[src/rtl/aes_key_expand.sv]
`default_nettype none
// +----------------------------------------------------------------------------+
// | aes_key_expand: AES-128 key schedule, one round key per cycle with        |
// | valid/ready handoff to the AddRoundKey stage.  Rev 1.0                     |
// +----------------------------------------------------------------------------+
module aes_key_expand (
  input  logic         clk,
  input  logic         rst,
  input  logic         start,
  input  logic [127:0] key_in,
  output logic         busy,
  output logic         rk_valid,
  input  logic         rk_ready,
  output logic [127:0] rk_out,
  output logic [3:0]   rk_idx,
  output logic         done
);

  typedef enum logic [0:0] {
    IDLE = 1'b0,
    RUN  = 1'b1
  } state_t;

  localparam logic [3:0] c_last_idx = 4'd10;

  // Element 0 sits at the MSB end, so c_sbox[b] is S(b).
  localparam logic [0:255][7:0] c_sbox = {
    128'h637c777bf26b6fc53001672bfed7ab76, 128'hca82c97dfa5947f0add4a2af9ca472c0,
    128'hb7fd9326363ff7cc34a5e5f171d83115, 128'h04c723c31896059a071280e2eb27b275,
    128'h09832c1a1b6e5aa0523bd6b329e32f84, 128'h53d100ed20fcb15b6acbbe394a4c58cf,
    128'hd0efaafb434d338545f9027f503c9fa8, 128'h51a3408f929d38f5bcb6da2110fff3d2,
    128'hcd0c13ec5f974417c4a77e3d645d1973, 128'h60814fdc222a908846eeb814de5e0bdb,
    128'he0323a0a4906245cc2d3ac629195e479, 128'he7c8376d8dd54ea96c56f4ea657aae08,
    128'hba78252e1ca6b4c6e8dd741f4bbd8b8a, 128'h703eb5664803f60e613557b986c11d9e,
    128'he1f8981169d98e949b1e87e9ce5528df, 128'h8ca1890dbfe6426841992d0fb054bb16
  };

  function automatic logic [7:0] rcon(input logic [3:0] n);
    case (n)
      4'd1:    rcon = 8'h01;
      4'd2:    rcon = 8'h02;
      4'd3:    rcon = 8'h04;
      4'd4:    rcon = 8'h08;
      4'd5:    rcon = 8'h10;
      4'd6:    rcon = 8'h20;
      4'd7:    rcon = 8'h40;
      4'd8:    rcon = 8'h80;
      4'd9:    rcon = 8'h1b;
      4'd10:   rcon = 8'h36;
      default: rcon = 8'h00;
    endcase
  endfunction

  function automatic logic [31:0] sub_word(input logic [31:0] w);
    sub_word = {c_sbox[w[31:24]], c_sbox[w[23:16]], c_sbox[w[15:8]], c_sbox[w[7:0]]};
  endfunction

  state_t       r_state;
  state_t       w_state_nxt;
  logic [127:0] w_rk_out_nxt;
  logic [3:0]   w_rk_idx_nxt;
  logic         w_rk_valid_nxt;
  logic         w_busy_nxt;
  logic         w_done_nxt;

  logic [3:0]   w_idx_inc;
  logic [31:0]  w_rot;
  logic [31:0]  w_t;
  logic [31:0]  w_n0;
  logic [31:0]  w_n1;
  logic [31:0]  w_n2;
  logic [31:0]  w_n3;

  // Next round key derived from the key currently presented on rk_out.
  assign w_idx_inc = rk_idx + 4'd1;
  assign w_rot     = {rk_out[23:0], rk_out[31:24]};
  assign w_t       = sub_word(w_rot) ^ {rcon(w_idx_inc), 24'h000000};
  assign w_n0      = rk_out[127:96] ^ w_t;
  assign w_n1      = rk_out[95:64]  ^ w_n0;
  assign w_n2      = rk_out[63:32]  ^ w_n1;
  assign w_n3      = rk_out[31:0]   ^ w_n2;

  always_ff @(posedge clk or posedge rst) begin
    if (rst) begin
      r_state <= IDLE;
    end else begin
      r_state <= w_state_nxt;
    end
  end

  always_comb begin
    w_state_nxt    = r_state;
    w_rk_out_nxt   = rk_out;
    w_rk_idx_nxt   = rk_idx;
    w_rk_valid_nxt = rk_valid;
    w_busy_nxt     = busy;
    w_done_nxt     = 1'b0;
    case (r_state)
      IDLE: begin
        if (start) begin
          w_state_nxt    = RUN;
          w_rk_out_nxt   = key_in;
          w_rk_idx_nxt   = 4'd0;
          w_rk_valid_nxt = 1'b1;
          w_busy_nxt     = 1'b1;
        end
      end
      RUN: begin
        if (rk_valid && rk_ready) begin
          if (rk_idx == c_last_idx) begin
            // Key 10 stays on rk_out/rk_idx after returning to IDLE.
            w_state_nxt    = IDLE;
            w_rk_valid_nxt = 1'b0;
            w_busy_nxt     = 1'b0;
            w_done_nxt     = 1'b1;
          end else begin
            w_rk_out_nxt = {w_n0, w_n1, w_n2, w_n3};
            w_rk_idx_nxt = w_idx_inc;
          end
        end
      end
      default: w_state_nxt = IDLE;
    endcase
  end

  always_ff @(posedge clk or posedge rst) begin
    if (rst) begin
      rk_out   <= 128'h0;
      rk_idx   <= 4'd0;
      rk_valid <= 1'b0;
      busy     <= 1'b0;
      done     <= 1'b0;
    end else begin
      rk_out   <= w_rk_out_nxt;
      rk_idx   <= w_rk_idx_nxt;
      rk_valid <= w_rk_valid_nxt;
      busy     <= w_busy_nxt;
      done     <= w_done_nxt;
    end
  end

endmodule
`default_nettype wire

[config.mk]
export PLATFORM = sky130hd
export DESIGN_NAME = aes_key_expand
export DESIGN_NICKNAME = d
export VERILOG_FILES = /design/src/rtl/aes_key_expand.sv
export SDC_FILE = /design/constraint.sdc
export NUM_CORES = 1
export LEC_CHECK = 0
export ABC_AREA = 1
export ABC_CLOCK_PERIOD_IN_PS = 5700
export BUFFER_PORTS_ARGS = -buffer_cell sky130_fd_sc_hd__buf_4
export CELL_PAD_IN_SITES_DETAIL_PLACEMENT = 1
export CELL_PAD_IN_SITES_GLOBAL_PLACEMENT = 2
export CORE_ASPECT_RATIO = 0.8
export CORE_UTILIZATION = 25
export DETAILED_ROUTE_END_ITERATION = 8
export HOLD_SLACK_MARGIN = 0.03
export PLACE_DENSITY_LB_ADDON = 0.2
export SLEW_MARGIN = 20
export SYNTH_ARGS = -nofsm -noshare
export SYNTH_HDL_FRONTEND = slang
export SYNTH_SLANG_ARGS = --single-unit
[constraint.sdc]
create_clock -name clk -period 5.7 [get_ports clk]
set_clock_uncertainty 0.05 [all_clocks]
set_input_delay 0.57 -clock clk [delete_from_list [all_inputs] [get_ports clk]]
set_output_delay 0.57 -clock clk [all_outputs]
set_load 0.005 [all_outputs]
==> report_table.html <==
<table>
<tr><th>Metric</th><th>Value</th></tr>
<tr><th colspan="2">Detailed routing</th></tr>
<tr><td>Average detailed-routed wire length per instance</td><td>25.82 um</td></tr>
<tr><td>Drt via density</td><td>5.686</td></tr>
<tr><td>DRC</td><td>0</td></tr>
<tr><td>WL final</td><td>125,900 um</td></tr>
<tr><td>Number of iterations in the first detailed-routing pass</td><td>5</td></tr>
<tr><td>Routed via count</td><td>between 20,000 and 30,000</td></tr>
<tr><td>Count of routing violations after the opening detailed-route iteration</td><td>~3,200</td></tr>
<tr><td>Antenna viol nets, final</td><td>0</td></tr>
<tr><th colspan="2">Logic synthesis</th></tr>
<tr><td>Number of nets in the synthesized netlist</td><td>3,934</td></tr>
<tr><td>Warnings, synthesis</td><td>0</td></tr>
<tr><td>Synthesized instance count</td><td>3,739</td></tr>
<tr><td>Fraction of registers with async set or reset after synthesis</td><td>100.0%</td></tr>
<tr><td>Combined area of all synthesized cells</td><td>slightly above 20,000 sq um</td></tr>
<tr><td>Sequential-to-total area share from yosys stat</td><td>16.77%</td></tr>
<tr><td>Synthesized flop and latch total</td><td>135</td></tr>
<tr><td>Number of enable-type register cells in the synthesized netlist</td><td>0</td></tr>
<tr><td>Flip-flop cell with the highest count after synthesis</td><td>dfrtp_1</td></tr>
<tr><td>Mean post-synth cell area</td><td>5.386 sq um</td></tr>
<tr><td>Number of different library cells in the post-synthesis netlist</td><td>38</td></tr>
<tr><th colspan="2">Clock tree</th></tr>
<tr><td>Clock H-tree levels</td><td>4</td></tr>
<tr><td>Source-to-sink clock delay at the later pin of the worst-skew pair</td><td>~0.5 ns</td></tr>
<tr><td>Clock edge transition at the registers on the reported setup and hold paths</td><td>approximately 0.07 ns</td></tr>
<tr><td>Number of sinks driven by the clock tree</td><td>135</td></tr>
<tr><td>Setup Fix Bufs, Post-CTS</td><td>0</td></tr>
<tr><td>TritonCTS clock tree</td><td>yes</td></tr>
<tr><td>Master cell of the clock root buffer</td><td>clkbuf_16</td></tr>
<tr><td>Number of buffers on the longest clock path</td><td>2</td></tr>
<tr><td># resized after CTS</td><td>0</td></tr>
<tr><td>Cts-stage hold buffer count</td><td>0</td></tr>
<tr><td>CTS buffer count</td><td>17</td></tr>
<tr><th colspan="2">Setup path</th></tr>
<tr><td>WP data arrival</td><td>4.51 ns</td></tr>
<tr><td>CP Class</td><td>flip-flop to flip-flop</td></tr>
<tr><td>Worst Setup End Kind</td><td>flip-flop</td></tr>
<tr><td>Maximum fanout along the worst path</td><td>16</td></tr>
<tr><td>Startpoint Class</td><td>flip-flop</td></tr>
<tr><td>Required time at the worst-slack endpoint</td><td>6.03 ns</td></tr>
<tr><th colspan="2">Placement</th></tr>
<tr><td>Routability Congestion</td><td>0.9743</td></tr>
<tr><td>IO buf count</td><td>266</td></tr>
<tr><td>Estimated wirelength of the detail-placed design</td><td>a little over 90,000 um</td></tr>
<tr><th colspan="2">Global routing</th></tr>
<tr><td>Wire length of the first global-routing pass</td><td>approximately 190,000 um</td></tr>
<tr><td>Met3 global-route usage</td><td>6.354%</td></tr>
<tr><td>GR Layer Usage met1</td><td>43.16%</td></tr>
<tr><td>Total global-route track usage</td><td>a little under a third</td></tr>
<tr><td>Initial antenna violation count</td><td>9</td></tr>
<tr><td>Aggregate global routing overflow</td><td>0</td></tr>
<tr><td>Largest net degree at the start of global routing</td><td>~80</td></tr>
<tr><td>Met2 routing resource usage after global routing</td><td>44.06%</td></tr>
<tr><td>GR peak layer</td><td>met2</td></tr>
<tr><td>Number of global-route vias before repair</td><td>27,123</td></tr>
<tr><th colspan="2">Hold path</th></tr>
<tr><td>Tightest Hold Check Type</td><td>primary input to asynchronous set/reset pin</td></tr>
<tr><th colspan="2">Floorplan</th></tr>
<tr><td>I/O pin total</td><td>between 200 and 300</td></tr>
<tr><td>Die X-Extent</td><td>roughly 320 um</td></tr>
<tr><td>Effective utilization at floorplan</td><td>25.39%</td></tr>
<tr><td>Standard-cell row count</td><td>about 90</td></tr>
<tr><td>Standard cell core area</td><td>79,310 sq um</td></tr>
<tr><td>Chip Height</td><td>255.9 um</td></tr>
<tr><td>Area of the die</td><td>81,700 sq um</td></tr>
<tr><th colspan="2">Layout</th></tr>
<tr><td>Most common cell after layout, fill and taps aside</td><td>nand3_1</td></tr>
<tr><td>Most frequent cells in the layout</td><td>nand3_1 (1,164), nand2_1 (1,132), buf_4 (318)</td></tr>
<tr><td>Post-layout nets</td><td>about 4,000</td></tr>
<tr><td>Share of layout cells above drive strength 1</td><td>11.46%</td></tr>
<tr><td>Layout overhead on the synthesized area</td><td>15.65%</td></tr>
<tr><th colspan="2">Timing</th></tr>
<tr><td>Sum of negative setup slack</td><td>0 ns</td></tr>
<tr><td>Final Max Tran Viols</td><td>0</td></tr>
<tr><td>Tmin final</td><td>4.173 ns</td></tr>
<tr><td>RSZ-0062 raised after global routing</td><td>no</td></tr>
<tr><td>Number of failing setup endpoints in the final timing report</td><td>0</td></tr>
<tr><td>Tcrit/Tclk final</td><td>73.20%</td></tr>
<tr><td>Worst slew margin relative to its limit</td><td>approximately 34%</td></tr>
<tr><td>Final hold violation count</td><td>0</td></tr>
<tr><td>Fmax achieved</td><td>239.7 MHz</td></tr>
<tr><td>Actual transition at the worst max-transition pin</td><td>0.9842 ns</td></tr>
<tr><th colspan="2">Flow run</th></tr>
<tr><td>Number of max-cap violations</td><td>0</td></tr>
<tr><th colspan="2">Outcome</th></tr>
<tr><td>Result of the run</td><td>completed</td></tr>
</table>
-- critical path, cell delays in order (launching register included) --
cell,delay (ns)
dfrtp_1,0.83
inv_1,0.44
ha_1,0.52
inv_1,0.06
nand2_1,0.47
nand2_1,0.18
inv_1,0.17
nand2_1,0.07
nand3_1,0.08
nand3_1,0.09
nand3_1,0.11
nand3_1,0.11
nand2_1,0.11
nand2_1,0.08
nand2_1,0.12
nand2_1,0.10
nand2_1,0.11
nand2_1,0.08
nand3_1,0.07
nand3_1,0.07
nand2_1,0.09
nand2_1,0.05
-- path summary, 6_finish.rpt --
| check | from | to | slack (ns) | cells past startpoint |
|---|---|---|---|---|
| min reg2reg | rk_out[126] | rk_out[126] | 0.51 | 2 |
| max in group asynchronous | rst | rk_out[3] | 4.29 | 3 |
| max reg2reg | rk_out[17] | rk_out[30] | 1.53 | 21 |
| min in group clk | start | r_state | 0.31 | 3 |
| min | rst | rk_out[126] | 0.09 | 2 |
| max | rk_out[17] | rk_out[30] | 1.53 | 21 |
-- through the flow --
| step | setup WS [ns] | instance area, sq um | std cells | hold slack [ns] | utilization, % |
|---|---|---|---|---|---|
| after floorplan | 1.469 | 20140 | 3739 | 0.4605 | - |
| after CTS | 1.600 | 23280 | 4873 | 0.09574 | 29.35 |
| after global routing | 1.187 | 23280 | 4873 | 0.1344 | 29.35 |
| after global placement | 1.639 | 22670 | 4841 | 0.4741 | 28.59 |
| after detailed placement | 1.606 | 22670 | 4841 | 0.4909 | 28.59 |
| final | 1.527 | 23290 | 4877 | 0.09045 | 29.37 |
-- cells in the mapped netlist (2+ instances only) --
cell / number / area share, %
inv_4: 2 / 0.062
clkinv_1: 2 / 0.037
nand3_1: 1164 / 29
a21oi_2: 2 / 0.087
o21ai_1: 12 / 0.30
buf_2: 84 / 2.1
inv_1: 221 / 4.1
o211ai_1: 22 / 0.82
a21oi_1: 108 / 2.7
buf_4: 19 / 0.71
inv_2: 21 / 0.39
nor2_1: 266 / 5.0
o22ai_1: 96 / 3.0
o21ai_0: 153 / 3.8
nor3_1: 2 / 0.050
nor2_2: 6 / 0.19
buf_1: 33 / 0.62
dfrtp_1: 135 / 17
nand3b_1: 6 / 0.22
clkbuf_1: 104 / 1.9
ha_1: 62 / 3.9
nand4_1: 15 / 0.47
nand2_4: 3 / 0.17
nand2_2: 35 / 1.1
buf_6: 11 / 0.62
xor2_1: 6 / 0.26
nand2_1: 1132 / 21
or2_2: 7 / 0.22
-- registers in the layout, summed over array words and instances, names as in the netlist --
| register | count |
|---|---|
| rk_idx | 4 |
| r_state | 1 |
| done | 1 |
| rk_out | 128 |
| rk_valid | 1 |
-- layout make-up --
class | count | area, sq um
diodes | 4 | 10.01
clock inverters | 10 | 143.9
inverters | 246 | 940.9
multi-input cells | 3107 | 14640
fillers | 10558 | 56020
repair buffers | 319 | 2407
well taps | 1034 | 1294
clock buffers | 22 | 464.2
flip-flops and latches | 135 | 3392
-- layer usage --
layer,vias to the layer above,wire (um)
met5,-,42
met3,193,11590
met2,1338,52560
met1,13426,57800
li1,12769,-
met4,6,3908
-- cells by family (layout without fill, tap and decap cells) --
kind of cell / after synthesis / count (layout) / share of synthesized area, %
and+or+nand+nor: 2641 / 2641 / 57.61
buffers and inverters: 497 / 597 / 10.57
AOI/OAI and AO/OA: 396 / 396 / 10.79
DFF: 135 / 135 / 16.77
adders and majority gates: 63 / 63 / 3.951
xor gates and xnor gates: 7 / 7 / 0.3044
other: 0 / 4 / 0
Power is left out: the tool's default activity adds up to more than one toggle a clock period on the data nets, which glitch-free logic cannot reach.
